## src/rtl/fifo_unpack_m.sv

```systemverilog
// FWFT FIFO read-side unpacker: serialises each RATIO-item word onto a valid/ready stream, LSB item
// first. Optional accepted-item counter is built only when FIFO_UNPACK_CNT_EN is defined.
module fifo_unpack_m #(
    parameter type         ITEM_TYPE = logic [7:0],
    parameter int unsigned RATIO     = 4
) (
    input  logic                                  clk,
    input  logic                                  rst_n,
    input  logic [RATIO*$bits(ITEM_TYPE)-1:0]     head,
    input  logic                                  empty,
    output logic                                  pop,
    output ITEM_TYPE                              out_data,
    output logic                                  out_valid,
    input  logic                                  out_ready,
    output logic                                  out_last,
    output logic [31:0]                           item_cnt
);

    localparam int unsigned IW      = $bits(ITEM_TYPE);
    localparam int unsigned WW      = RATIO * IW;
    localparam int unsigned IdxW    = (RATIO > 1) ? $clog2(RATIO) : 1;
    localparam logic [IdxW-1:0] LastIdx = IdxW'(RATIO - 1);

    typedef enum logic [0:0] {StIdle, StShift} state_e;

    state_e          state_q, state_d;
    logic [WW-1:0]   word_q, word_d;
    logic [IdxW-1:0] idx_q, idx_d;
    logic            xfer;
    logic            at_last;
    logic            load;

    assign out_valid = (state_q == StShift);
    assign xfer      = out_valid && out_ready;
    assign at_last   = (idx_q == LastIdx);
    assign out_last  = out_valid && at_last;
    assign out_data  = word_q[idx_q*IW +: IW];

    // Reload either from idle or exactly as the last item of the current word leaves.
    assign load = !empty && ((state_q == StIdle) || (xfer && at_last));
    // While held in reset nothing is captured, so a pop would silently drop a word.
    assign pop  = load && rst_n;

    always_comb begin
        state_d = state_q;
        word_d  = word_q;
        idx_d   = idx_q;
        case (state_q)
            StIdle: begin
                if (load) begin
                    state_d = StShift;
                    word_d  = head;
                    idx_d   = '0;
                end
            end
            StShift: begin
                if (xfer) begin
                    if (!at_last) begin
                        idx_d = idx_q + 1'b1;
                    end else if (load) begin
                        word_d = head;
                        idx_d  = '0;
                    end else begin
                        state_d = StIdle;
                    end
                end
            end
            default: state_d = StIdle;
        endcase
    end

    always_ff @(posedge clk or negedge rst_n) begin
        if (!rst_n) begin
            state_q <= StIdle;
            word_q  <= '0;
            idx_q   <= '0;
        end else begin
            state_q <= state_d;
            word_q  <= word_d;
            idx_q   <= idx_d;
        end
    end

`ifdef FIFO_UNPACK_CNT_EN
    logic [31:0] cnt_q, cnt_d;

    always_comb begin
        cnt_d = cnt_q;
        if (xfer) begin
            cnt_d = cnt_q + 32'd1;
        end
    end

    always_ff @(posedge clk or negedge rst_n) begin
        if (!rst_n) begin
            cnt_q <= '0;
        end else begin
            cnt_q <= cnt_d;
        end
    end

    assign item_cnt = cnt_q;
`else
    assign item_cnt = '0;
`endif

endmodule
```

## config.mk

```make
export PLATFORM = sky130hd
export DESIGN_NAME = fifo_unpack_m
export DESIGN_NICKNAME = d
export VERILOG_FILES = /design/src/rtl/fifo_unpack_m.sv
export SDC_FILE = /design/constraint.sdc
export NUM_CORES = 1
export LEC_CHECK = 0
export ABC_AREA = 0
export BUFFER_PORTS_ARGS = -buffer_cell sky130_fd_sc_hd__buf_2
export CORE_MARGIN = 2
export CORE_UTILIZATION = 42
export DETAILED_ROUTE_END_ITERATION = 10
export PLACE_DENSITY = 0.75
export RECOVER_POWER = 25
export SLEW_MARGIN = 20
export SYNTH_ARGS = -nofsm -noshare
export SYNTH_HDL_FRONTEND = slang
export SYNTH_SLANG_ARGS = --single-unit
export TNS_END_PERCENT = 5
```

## constraint.sdc

```tcl
create_clock -name clk -period 1.35 [get_ports clk]
set_input_delay 0.3375 -clock clk [delete_from_list [all_inputs] [get_ports clk]]
set_output_delay 0.3375 -clock clk [all_outputs]
set_load 0.02 [all_outputs]
```

== Yosys cells after proc, flatten, opt, wreduce, memory -nomap -nowiden ==
Index checks and enable logic that the tools add are counted.

* Bits in registers: 35
* Output and inout port bits: 43

* Add/sub/neg operators: 1
* Equality and inequality tests: 3
* Shift operators: 1
* Mux-type cells: 12
* Bitwise logic cells: 1
* Reductions and logical operators: 8

{| class="wikitable"
|+ Operators by type and width
! operator !! number
|-
| $mux W32 || 3
|-
| $pmux W32 S2 || 1
|-
| $shiftx A32 B6 Y8 || 1
|-
| $mux W2 || 3
|-
| $logic_and A1 B1 Y1 || 5
|-
| $ne A2 B1 Y1 const B || 2
|-
| $pmux W2 S2 || 1
|-
| $mux W1 || 3
|-
| $add A2 B1 Y2 const B || 1
|-
| $eq A2 B2 Y1 const B || 1
|-
| $pmux W1 S2 || 1
|-
| $reduce_and A2 Y1 || 1
|-
| $logic_not A1 Y1 || 1
|-
| $logic_or A1 B1 Y1 || 1
|-
| $not A1 Y1 || 1
|}

== Depth between registers and ports, before layout ==
* Depth after elaboration: 8
* Depth in mapped cells: 5
* Mapped depth without buffers: 4

== Worst setup path after synthesis ==
Ideal clock, no wire load.

* Path kind: register to output
* Start point: reg idx_q[0]
* End point: out pop
* Arrival time: 1256 ps
* Data required time: 1013 ps
* Setup slack: -244 ps
* Stages on the path, launching flop included: 6
* Path buffers: 1
* Cell sequence: dfrtp_1 ha_1 nand2_1 a21oi_4 buf_6 and2_1

* Longest elaborated chain between the ends: 5

{| class="wikitable"
|+ Ends and longest elaborated chain
! what !! RTL line !! text
|-
| start: declaration || 28 || <nowiki>logic [IdxW-1:0] idx_q, idx_d;</nowiki>
|-
| start signal: assignment || 80 || <nowiki>idx_q <= idx_d;</nowiki>
|-
| $eq A2 B2 Y1 || 35 || <nowiki>assign at_last = (idx_q == LastIdx);</nowiki>
|-
| $logic_and A1 B1 Y1 || 40 || <nowiki>assign load = !empty && ((state_q == StIdle) || (xfer && at_last));</nowiki>
|-
| $logic_or A1 B1 Y1 || 40 ||
|-
| $logic_and A1 B1 Y1 || 40 ||
|-
| $logic_and A1 B1 Y1 || 42 || <nowiki>assign pop = load && rst_n;</nowiki>
|-
| end: declaration || 11 || <nowiki>output logic pop,</nowiki>
|}

No other way between the ends.

==> flow_summary.ini <==
[sta]
setup-violations-final = 42
drv_slew = 0
fmax_mhz = 538.9
setup_tns_ps = -11780
setup_ws_ps = -505.5
fin_crit_sh_pct = 137.4
finClkSkew_ps = 6.052
relSlewSlack_pct = 40.45
whs_ps = 272.4
hold_viol = 0
rsz0062_at_grt = yes
fin_crit_ps = 1855
tightest_slew_ps = 893.3

[final_layout]
nets = 224
fillers = 344
final_cells = 239
final_util_pct = 56.46
final_layout_size_suffix_gt1_share_pct = 57.45
syn2layout_area_growth_pct = 27.08

[die]
die_h_um = 69.75
io_pins = 79
coreArea_um2 = 4086
die_w_um = 69.75
die_area_um2 = 4864
core.rowCount = 23
initial_utilization_pct = 44.43

[setup_path]
r2r_start = idx_q[0]$_DFFE_PN0N_
arrival_ps = 1520
start_kind = flop
regToRegSetupSlack_ps = -250
cp-end-kind = output pin
critPathSlowestCell = mux4_2
cp_max_fo = 5
cpMostUsedCell = buf_6
crit_required_ps = 1010
worstPathCellList = buf_6, mux4_2, buf_6
worst-r2r-cell-count = 6
critPathKind = reg2out
cp_slowest_stage_delay_ps = 520
r2r_end = word_q[31]$_DFFE_PN0P_

[synth]
seq_area_frac_synth_pct = 48.24
synth_area_um2 = 1815
syn_inst = 128
synth-seq-cells = 35
ys_types = 20
ys_warn_count = 0
syn_area_per_cell_um2 = 14.18

[place]
gp_congestion = 0.6969
place_hpwl_um = 2488
dp_worst_setup_slack_ps = -207.6
dpl.cell_count = 229
io_buffer_count = 46

[drt]
drt-initial-drc-count = 38
drc = 0
totalWireLength_um = 3574
dr_wl_met3_um = 382
wl_met2_um = 1653
highest_layer = met4
antenna_left = 0
drt-met1-wl_um = 1495
vias = 1138
drt_first_pass_iters = 4
vias_per_cell = 4.762
wl_per_cell_um = 14.95

[clock_network]
cts_root_buffer = clkbuf_8
clock_path_buffers = 2
cts_made_buffers = 5
cts_tree = built
ctsHoldBuffers = 0
clkLatencyLatePin_ps = 290
clkSlewWorstSetupHoldPaths_ps = 70
clock-sinks = 35
htreeDepth = 2

[run_status]
violations = setup timing
run_status = complete, but fails checks

[global_routing]
grt_use_total_pct = 15.41
grt_pass1_wl_um = 5789
grt_overflow = 0
antenna_found_initial = 1
grt_max_degree = 36
grt_pass1_vias = 1188

[power]
peakVddDrop_mv = 1.528
leakagePower_uw = 0.001139
power_density_nw_per_um2 = 2374

[run]
cap_violations = 0

[worst_hold_path]
min_to = word_q[9]$_DFFE_PN0P_
hold_class = in2reg
hp-start = head[9]
hold_depth = 2
-- worst max-delay path: cells and delay by family (launching register included) --
kind     cells  cell delay [ps]
buf+inv      2              300
flops        1              400
mux          1              520
-- report_power, final --
part / internal, µW / switching (µW) / leakage, µW
clock: 466 / 372 / 0.0000515
sequential: 1570 / 299 / 0.000416
combinational: 1650 / 1110 / 0.000671
total: 3690 / 1780 / 0.00114
-- synthesized netlist by cell type, drive strengths merged --
cell | instances | area [µm²]
and2 | 2 | 12.51
mux4 | 8 | 180.2
or2b | 1 | 7.510
ha | 1 | 12.51
nand4b | 1 | 8.760
nand2 | 4 | 15.01
nand2b | 1 | 6.260
mux2i | 1 | 10.01
a32o | 1 | 10.01
a21oi | 1 | 16.27
clkbuf | 1 | 3.750
a31o | 1 | 8.760
conb | 1 | 3.750
dfrtp | 35 | 875.8
mux2 | 32 | 360.3
buf | 36 | 279.0
o21ai | 1 | 5.000
-- cells by family after synthesis --
kind of cell	Yosys count	share of synthesized area [%]
buffers and inverters	37	15.57
other	1	0.2066
adders and majority gates	1	0.6891
AOI/OAI and AO/OA	4	2.205
and+or+nand+nor	9	2.757
DFF	35	48.24
muxes	41	30.32
-- layer usage --
layer  up-vias  track usage, %
met1       564           18.27
li1        504               -
met3         6           7.122
met2        64           24.79
met4         0           5.342
met5         -               0
-- layout by cell type (no fill, tap or decap), drive strengths merged, types with 2 or more instances in the layout --
master / count
mux2: 32
and2: 2
clkbuf: 10
mux4: 8
nand2: 4
dfrtp: 35
buf: 56
conb: 32
-- flip-flops by register name, summed over array words and instances, names as in the netlist --
name       count
idx_q          2
out_valid      1
word_q        32
-- timing repair --
item / CTS / global route
pin swaps: 1 / 1
endpoints found under the setup margin: 43 / 44
buffers inserted: 1 / 0
hold endpoints to repair: 0 / 0
resized for setup: 20 / 20
-- how the worst max path moves through the flow --
| stage | start | endpoint | slack, ps | cells after the start |
|---|---|---|---|---|
| floorplan | idx_q[1]$_DFFE_PN0N_ | pop | -130 | 5 |
| CTS | idx_q[0]$_DFFE_PN0N_ | out_data[7] | -520 | 3 |
| finish | idx_q[0]$_DFFE_PN0N_ | out_data[7] | -510 | 3 |
| global route | idx_q[0]$_DFFE_PN0N_ | out_data[7] | -560 | 3 |
| global placement | idx_q[0]$_DFFE_PN0N_ | out_data[0] | -180 | 3 |
| detailed placement | idx_q[0]$_DFFE_PN0N_ | out_data[7] | -210 | 3 |
-- layout make-up --
type / instances / area (µm²) / area share, %
Multi-Input combinational cell: 87 / 878.3 / 38.07
Antenna cell: 1 / 2.502 / 0.1085
Clock buffer: 8 / 100.1 / 4.338
Timing Repair Buffer: 58 / 387.9 / 16.81
Sequential cell: 35 / 875.8 / 37.96
Tap cell: 50 / 62.56 / 2.712
-- metrics by stage --
| step | instance area, µm² | total power [µW] |
|---|---|---|
| after global placement | 2057 | 4081 |
| after global routing | 2305 | 5808 |
| after floorplan | 1942 | 3534 |
| final | 2307 | 5478 |
| after detailed placement | 2057 | 4152 |
| after CTS | 2236 | 5256 |
(Power assumes the default switching activity.)
